<file path="src/rtl/tdc_pkg.sv">
// Shared types and constants for the trigger TDC sequencer.
package tdc_pkg;

  localparam int CNT_W_DEF = 32;

  // Bit positions inside res_err.
  localparam int ERR_TO    = 0;
  localparam int ERR_RANGE = 1;

  typedef enum logic [2:0] {
    IDLE,
    CLR,
    WAIT_RISE,
    WAIT_FALL,
    SETTLE,
    DONE
  } tdc_state_e;

endpackage

</file>
<file path="src/rtl/sync_edge_det.sv">
// Two-flop synchronizer for an asynchronous level, with single-cycle rise/fall pulses
// derived from the synchronized level and its one-cycle delayed copy.
module sync_edge_det (
  input  logic clk,
  input  logic rst_n,
  input  logic async_i,
  output logic rise_o,
  output logic fall_o
);

  // [0],[1] form the synchronizer; [1] is the safe level, [2] its delayed copy.
  logic [2:0] sr_q;

  // NOTE: registers take non-blocking assignments so every flop samples the pre-edge value.
  always_ff @(posedge clk or negedge rst_n) begin
    if (!rst_n) begin
      sr_q <= '0;
    end else begin
      sr_q <= {sr_q[1:0], async_i};
    end
  end

  assign rise_o =  sr_q[1] & ~sr_q[2];
  assign fall_o = ~sr_q[1] &  sr_q[2];

endmodule

</file>
<file path="src/rtl/tdc_seq_ctrl.sv">
// Trigger TDC sequencer: clears and arms the TDC, tracks Expanded_T, captures and
// range-checks the count, and returns one result per trigger over valid/ready.
// Optional calibration statistics are enabled by defining TDC_SEQ_CAL_EN.
module tdc_seq_ctrl
  import tdc_pkg::*;
#(
  parameter int CNT_W      = CNT_W_DEF,
  parameter int CLR_CYC    = 4,
  parameter int SETTLE_CYC = 3,
  parameter int TO_W       = 16,
  parameter int TO_CYC     = 50000,
  parameter int MIN_CNT    = 16,
  parameter int MAX_CNT    = 4000
) (
  input  logic             rxclk,
  input  logic             rst_n,
  input  logic             arm,
  output logic             tdc_en,
  input  logic             expanded_t,
  input  logic [CNT_W-1:0] tdc_cnt,
  output logic             busy,
  output logic [CNT_W-1:0] res_cnt,
  output logic [1:0]       res_err,
  output logic             res_valid,
  input  logic             res_ready
`ifdef TDC_SEQ_CAL_EN
  ,
  input  logic             cal_clr,
  output logic [CNT_W-1:0] cal_min,
  output logic [CNT_W-1:0] cal_max,
  output logic [15:0]      cal_n
`endif
);

  localparam logic [TO_W-1:0] CLR_LOAD    = TO_W'(CLR_CYC - 1);
  localparam logic [TO_W-1:0] SETTLE_LAST = TO_W'(SETTLE_CYC - 1);
  localparam logic [TO_W-1:0] TO_LAST     = TO_W'(TO_CYC - 1);

  tdc_state_e       state_q, state_d;
  logic [TO_W-1:0]  cnt_q, cnt_d;
  logic [CNT_W-1:0] res_cnt_q, res_cnt_d;
  logic [1:0]       res_err_q, res_err_d;
  logic             e_rise, e_fall;
  logic             to_hit, out_of_range;
  logic [TO_W-1:0]  cnt_inc;

  sync_edge_det u_sync (
    .clk    (rxclk),
    .rst_n  (rst_n),
    .async_i(expanded_t),
    .rise_o (e_rise),
    .fall_o (e_fall)
  );

  always_ff @(posedge rxclk or negedge rst_n) begin
    if (!rst_n) begin
      state_q   <= IDLE;
      cnt_q     <= '0;
      res_cnt_q <= '0;
      res_err_q <= '0;
    end else begin
      state_q   <= state_d;
      cnt_q     <= cnt_d;
      res_cnt_q <= res_cnt_d;
      res_err_q <= res_err_d;
    end
  end

  assign to_hit       = (cnt_q == TO_LAST);
  assign cnt_inc      = (cnt_q == '1) ? cnt_q : cnt_q + 1'b1;
  assign out_of_range = (tdc_cnt < CNT_W'(MIN_CNT)) || (tdc_cnt > CNT_W'(MAX_CNT));

  // NOTE: every signal driven here gets a default first, so no path can infer a latch.
  always_comb begin
    state_d   = state_q;
    cnt_d     = cnt_q;
    res_cnt_d = res_cnt_q;
    res_err_d = res_err_q;
    unique case (state_q)
      IDLE: begin
        if (arm) begin
          state_d = CLR;
          cnt_d   = CLR_LOAD;
        end
      end
      CLR: begin
        if (cnt_q == '0) begin
          state_d = WAIT_RISE;
        end else begin
          cnt_d = cnt_q - 1'b1;
        end
      end
      WAIT_RISE: begin
        // A level already high on entry gives no rise and ends in timeout.
        if (e_rise) begin
          state_d = WAIT_FALL;
          cnt_d   = '0;
        end else if (to_hit) begin
          state_d           = DONE;
          res_cnt_d         = '0;
          res_err_d         = '0;
          res_err_d[ERR_TO] = 1'b1;
        end else begin
          cnt_d = cnt_inc;
        end
      end
      WAIT_FALL: begin
        if (e_fall) begin
          state_d = SETTLE;
          cnt_d   = '0;
        end else if (to_hit) begin
          state_d           = DONE;
          res_cnt_d         = tdc_cnt;
          res_err_d         = '0;
          res_err_d[ERR_TO] = 1'b1;
        end else begin
          cnt_d = cnt_inc;
        end
      end
      SETTLE: begin
        if (cnt_q == SETTLE_LAST) begin
          state_d              = DONE;
          cnt_d                = '0;
          res_cnt_d            = tdc_cnt;
          res_err_d            = '0;
          res_err_d[ERR_RANGE] = out_of_range;
        end else begin
          cnt_d = cnt_inc;
        end
      end
      DONE: begin
        if (res_ready) begin
          state_d = IDLE;
          cnt_d   = '0;
        end
      end
      default: begin
        state_d = IDLE;
        cnt_d   = '0;
      end
    endcase
  end

  // Outputs decode straight from the state flops so reset clears the TDC at once.
  assign tdc_en    = (state_q == WAIT_RISE) || (state_q == WAIT_FALL) || (state_q == SETTLE);
  assign busy      = (state_q != IDLE);
  assign res_valid = (state_q == DONE);
  assign res_cnt   = res_cnt_q;
  assign res_err   = res_err_q;

`ifdef TDC_SEQ_CAL_EN
  logic [CNT_W-1:0] cal_min_q, cal_max_q;
  logic [15:0]      cal_n_q;
  logic             cal_upd;

  assign cal_upd = res_valid && res_ready && (res_err_q == 2'b00);

  always_ff @(posedge rxclk or negedge rst_n) begin
    if (!rst_n) begin
      cal_min_q <= '1;
      cal_max_q <= '0;
      cal_n_q   <= '0;
    end else if (cal_clr) begin
      cal_min_q <= '1;
      cal_max_q <= '0;
      cal_n_q   <= '0;
    end else if (cal_upd) begin
      if (res_cnt_q < cal_min_q) cal_min_q <= res_cnt_q;
      if (res_cnt_q > cal_max_q) cal_max_q <= res_cnt_q;
      if (cal_n_q != 16'hFFFF)   cal_n_q   <= cal_n_q + 16'd1;
    end
  end

  assign cal_min = cal_min_q;
  assign cal_max = cal_max_q;
  assign cal_n   = cal_n_q;
`endif

endmodule

</file>
<file path="config.mk">
export PLATFORM = sky130hd
export DESIGN_NAME = tdc_seq_ctrl
export DESIGN_NICKNAME = d
export VERILOG_FILES = /design/src/rtl/tdc_pkg.sv /design/src/rtl/sync_edge_det.sv /design/src/rtl/tdc_seq_ctrl.sv
export SDC_FILE = /design/constraint.sdc
export NUM_CORES = 1
export LEC_CHECK = 0
export ABC_AREA = 1
export BUFFER_PORTS_ARGS = -buffer_cell sky130_fd_sc_hd__buf_2
export CORE_MARGIN = 2
export CORE_UTILIZATION = 32
export CTS_CLUSTER_DIAMETER = 50
export CTS_CLUSTER_SIZE = 12
export DETAILED_ROUTE_END_ITERATION = 7
export MAX_ROUTING_LAYER = met4
export PLACE_DENSITY = 0.56
export SYNTH_ARGS = -nofsm -noshare
export SYNTH_HDL_FRONTEND = slang
export SYNTH_SLANG_ARGS = --single-unit
</file>
<file path="constraint.sdc">
create_clock -name rxclk -period 3.8 [get_ports rxclk]
set_input_delay 1.14 -clock rxclk [delete_from_list [all_inputs] [get_ports rxclk]]
set_output_delay 1.14 -clock rxclk [all_outputs]
set_load 0.005 [all_outputs]
</file>
# Yosys cells after proc, flatten, opt, wreduce, memory -nomap -nowiden
# Index checks and enable logic that the tools add are counted.
[totals]
reg_bits = 56
in_bits = 37
output_inout_bits = 37
word_cells = 69
[classes]
addsub = 2
n_lt_le_gt_ge = 2
eq_ne = 17
mux = 28
bitwise = 4
reduce_logical = 11
[ops]
columns = ["cell", "n"]
rows = [
  ["2-to-1 mux 32 bit", 5],
  ["2-to-1 mux 16 bit", 8],
  ["case mux 16 bit (6 select lines)", 1],
  ["case mux 32 bit (3 select lines)", 1],
  ["equality test 16 bit, second input constant", 2],
  ["> comparator 32 x 12 -> 1 bit, second input constant", 1],
  ["< comparator 32 x 5 -> 1 bit, second input constant", 1],
  ["2-to-1 mux 3 bit", 7],
  ["case mux 3 bit (6 select lines)", 1],
  ["adder 16 x 1 -> 16 bit, second input constant", 1],
  ["equality test 16 x 2 -> 1 bit, second input constant", 1],
  ["zero test 16 bit", 1],
  ["!= test 2 bit, second input constant", 8],
  ["subtractor 16 x 1 -> 16 bit, second input constant", 1],
  ["2-to-1 mux 2 bit", 4],
  ["AND reduction 4 bit", 2],
  ["equality test 3 x 2 -> 1 bit, second input constant", 2],
  ["equality test 3 bit, second input constant", 2],
  ["case mux 2 bit (3 select lines)", 1],
  ["AND reduction 6 bit", 1],
  ["nonzero test 3 bit", 2],
  ["equality test 3 x 1 -> 1 bit, second input constant", 1],
  ["zero test 3 bit", 1],
  ["logical OR 1 bit", 3],
  ["4 further kinds", 6],
]

# Depth between registers and ports, before layout
[depth]
word_depth = 5
ltp_mapped = 13
depth_no_buf = 13

# Hierarchy
# A second synthesis with hierarchy kept.
[hier_totals]
hier_cells = 571
area_unflattened_um2 = 3931.3
[modules_own_cells]
columns = ["mod", "instances", "cells_per_inst", "area_each_um2", "seq_area_each_um2"]
rows = [
  ["tdc_seq_ctrl", 1, 564, 3841.2, 1326.3],
  ["sync_edge_det", 1, 7, 90.1, 75.1],
]

# Worst setup path before layout
# Ideal clock, no wire load.
[synth_timing]
path_kind = "input to register"
startpoint = "in res_ready"
endpoint = "reg cnt_q[14]"
setup_time_ns = 0.065
t_arrival_ns = 1.889
required_ns = 3.735
path_slack_ns = 1.846
path_stages = 7
path_buffers = 1
cell_sequence = "inv_1 a21oi_1 nand2_1 nor2_2 buf_4 nand2_1 nand2_1"
[synth_between]
elab_chain_len = 2
[synth_lines]
columns = ["item", "line", "rtl"]
rows = [
  ["start, declared", "tdc_seq_ctrl.sv:25", "input logic res_ready"],
  ["!= test 2 x 1 -> 1 bit (no source line)", "n/a", ""],
  ["AND reduction 3 bit (no source line)", "n/a", ""],
  ["end signal, assigned", "tdc_seq_ctrl.sv:63", "cnt_q <= cnt_d;"],
  ["end, declared", "tdc_seq_ctrl.sv:40", "logic [TO_W-1:0] cnt_q, cnt_d;"],
]
# No other way between the ends.
# A chain may end at the register's enable or synchronous reset.

# Worst setup path in the final report
[layout_timing]
startpoint = "reg state_q[1]"
endpoint = "out tdc_en"
[layout_between]
elab_chain_len = 3
word_cells_on_any_way = 5
classes_between = "eq/ne (3); reduce/logical (2)"
[layout_lines]
columns = ["item", "line", "rtl"]
rows = [
  ["start, declared", "tdc_seq_ctrl.sv:39", "tdc_state_e state_q, state_d;"],
  ["start signal, assigned", "tdc_seq_ctrl.sv:62", "state_q <= state_d;"],
  ["equality test 3 x 2 -> 1 bit", "tdc_seq_ctrl.sv:145", "assign tdc_en = (state_q == WAIT_RISE) || (state_q == WAIT_FALL) || (state_q == SETTLE);"],
  ["logical OR 1 bit", "tdc_seq_ctrl.sv:145", ""],
  ["logical OR 1 bit *", "tdc_seq_ctrl.sv:145", ""],
  ["end, declared", "tdc_seq_ctrl.sv:18", "output logic tdc_en,"],
]
# Mark *: on every way between the ends. The rest lies on a longest branch, timed or not.

==> results.json <==
{
  "power_uw": 2870,
  "synth_flop_cell": "dfrtp_1",
  "clk_latency_ps": 300,
  "synth_edf_count": 0,
  "start_util_pct": 32.4,
  "synth.top_cells.by_count": "224 x nand2_1, 77 x nand3_1, 61 x nor2_1",
  "place_ws_ps": 1020,
  "p_clk_share_pct": 17.0,
  "holdWs_ps": 351,
  "avgSynthCellArea_um2": 6.61,
  "portBuffers": 73,
  "share_comb_of_total_power_pct": 46.6,
  "ctsLongestPathBuffers": 2,
  "grt_pass1_wl_um": 17700,
  "num_io_pins": 74,
  "ys_seq_elements": 56,
  "routed_wirelength_um": 10400,
  "drc": 0,
  "end_kind": "output pin",
  "cts_sinks": 56,
  "layout.nets": 660,
  "dpl.hpwl_um": 7840,
  "fp.dieW_um": 111,
  "post_cts_resized": 0,
  "grt_max_degree": 35,
  "rsz0062_at_grt": "false",
  "tightest_slew_ps": 618,
  "overflow": 0,
  "first_iter_violations": 226,
  "synth_top_area_share_pct": 38.2,
  "antenna_found_initial": 0,
  "die_area_mm2": 0.0123,
  "wl_per_cell_um": 13.7,
  "power_switching_uw": 1290,
  "cts_buffers": 5,
  "hold_viol": 0,
  "antenna_cells": 0,
  "synth_area_mm2": 0.00367,
  "yosysWarningCount": 0,
  "fin_ws_ps": 1270,
  "finalInstanceArea_mm2": 0.00427,
  "maxSlewViolCount": 0,
  "postSynth.asyncResetShare_pct": 100,
  "coreArea_mm2": 0.0113,
  "synthCells": 555,
  "seqPwrFrac_pct": 36.4,
  "htree_num_levels": 2,
  "startpoint_type": "register",
  "placed_cell_area_mm2": 0.00411,
  "drive_above_1_share_pct": 17.3,
  "gp_congestion": 0.968,
  "crit_required_ps": 2660,
  "worstSetupPathType": "reg -> out",
  "syn2layout_area_growth_pct": 16.3,
  "p_int_uw": 1580,
  "ys_types": 33,
  "seq_area_frac_synth_pct": 38.2,
  "post-cts-setup-buffers": 0,
  "synth_top_area_cell": "dfrtp_1",
  "finalSetupViolCount": 0,
  "antenna_left": 0,
  "status": "finished clean",
  "critPathMaxFanout": 6,
  "cts_tree": "yes",
  "clk_pin_slew_ps": 70,
  "ys_top_cells_by_area": "dfrtp_1 38%, nand2_1 23%, nand3_1 11%",
  "regArea_mm2": 0.00140,
  "syn_nets": 596,
  "root_buffer": "clkbuf_16",
  "hp-class": "reg -> reg",
  "multi_input_area_mm2": 0.00198,
  "vias": 3724,
  "placementRows": 39,
  "firstDrtPassIters": 4,
  "grt_use_total_pct": 17.9,
  "power-per-cell-area_mw_per_mm2": 673,
  "ir_drop_uv": 326,
  "first_global_vias": 3632,
  "cp.arrival_ps": 1390,
  "ctsHoldBuffers": 0,
  "maxCapViolCount": 0,
  "min_period_ps": 2530,
  "timing.fmax_mhz": 396,
  "fin_setup_tns_ps": 0,
  "via_per_inst": 4.88,
  "yosysMostFrequentCell": "nand2_1",
  "p_leak_uw": 0.00221,
  "clock_skew_ps": 8.10,
  "p_sw_share_pct": 44.9,
  "post-route-period-util_pct": 66.5,
  "slew_headroom_pct": 58.7,
  "nFillCells": 1262,
  "die_h_um": 111
}
[stage by stage]
step                      std cells  utilization, %
final                           763            37.7
after global routing            763            37.7
after CTS                       763            37.7
after detailed placement        755            36.3
after global placement          755            36.3
after floorplan                 555               -
[layout make-up]
class                           count  share of cell area, %
Tap cell                          143                   4.19
Inverter                           40                   3.52
Clock inverter                      3                  0.645
Clock buffer                        5                   2.93
Timing Repair Buffer               78                   9.45
Multi-Input combinational cell    438                   46.4
Sequential cell                    56                   32.9
[layout by cell type, fill, tap and decap left out]
master        n
clkbuf_16     5
nand3_1      77
and3_1        1
a21oi_1      10
a21oi_4       1
buf_2        73
dfrtp_1      56
inv_2         5
clkinv_4      1
xor2_1        7
nor2_4        2
clkinvlp_4    1
buf_4         5
inv_8         1
nor2_2        4
nand2_2       4
or2_2         1
nand4_1       3
nor3_1        5
inv_1        35
nor2_1       61
nand3_2       1
nand3b_1      2
nand2_1     224
nor3_2        1
o22ai_1       1
a211oi_1      1
xnor2_1       2
o31ai_1       1
o21ai_1       1
ha_1          4
o21ai_2       2
o21bai_1      1
o21ai_0      14
nor4_1        7
[sequential cells by signal, summed over array words and instances, names as in the netlist]
name         count
state_q          3
res_cnt         32
cnt_q           16
res_err          2
u_sync.sr_q      3
[critical path, cell delays in order, from the launching register on]
cell	delay, ps
dfrtp_1	460
nor2_2	220
nand2_2	160
o21ai_2	110
buf_2	140
[layer usage]
layer	routed length, um	global-route usage [%]	vias up
met2	4750	28.3	76
met1	5070	24.0	1743
met3	427	2.41	13
li1	-	-	1892
met4	178	5.84	0
met5	0	-	-
[cell families (layout without fill, tap and decap cells)]
family	count (synthesis)	after routing	share of synthesized area, %
fa+ha+maj	4	4	1.37
flops	56	56	38.2
xor+xnor	9	9	2.15
buf+inv	61	126	7.88
compound gates	32	32	5.02
simple gates	393	393	45.4
[path summary, 6_finish.rpt]
check / start / cells after the start / end / slack (ps)
hold reg to reg: u_sync.sr_q[0]$_DFF_PN0_ / 0 / u_sync.sr_q[1]$_DFF_PN0_ / 350
hold / removal: u_sync.sr_q[0]$_DFF_PN0_ / 0 / u_sync.sr_q[1]$_DFF_PN0_ / 350
setup / recovery: state_q[1]$_DFFE_PN0P_ / 4 / tdc_en / 1270
min in group asynchronous: rst_n / 1 / res_cnt[25]$_DFFE_PN0P_ / 760
max in group asynchronous: rst_n / 2 / res_cnt[18]$_DFFE_PN0P_ / 2410
setup reg to reg: cnt_q[1]$_DFFE_PN0P_ / 8 / res_cnt[26]$_DFFE_PN0P_ / 1310
[power groups by stage]
stage          Clock (uW)  Sequential, uW  Combinational, uW
5_1_grt               523            1080               1540
4_1_cts               505            1040               1350
2_1_floorplan           0             995                922
3_3_place_gp            0            1040               1330
6_report              487            1040               1340
3_5_place_dp            0            1050               1350
Note: power is estimated with default switching activity, not from simulation.
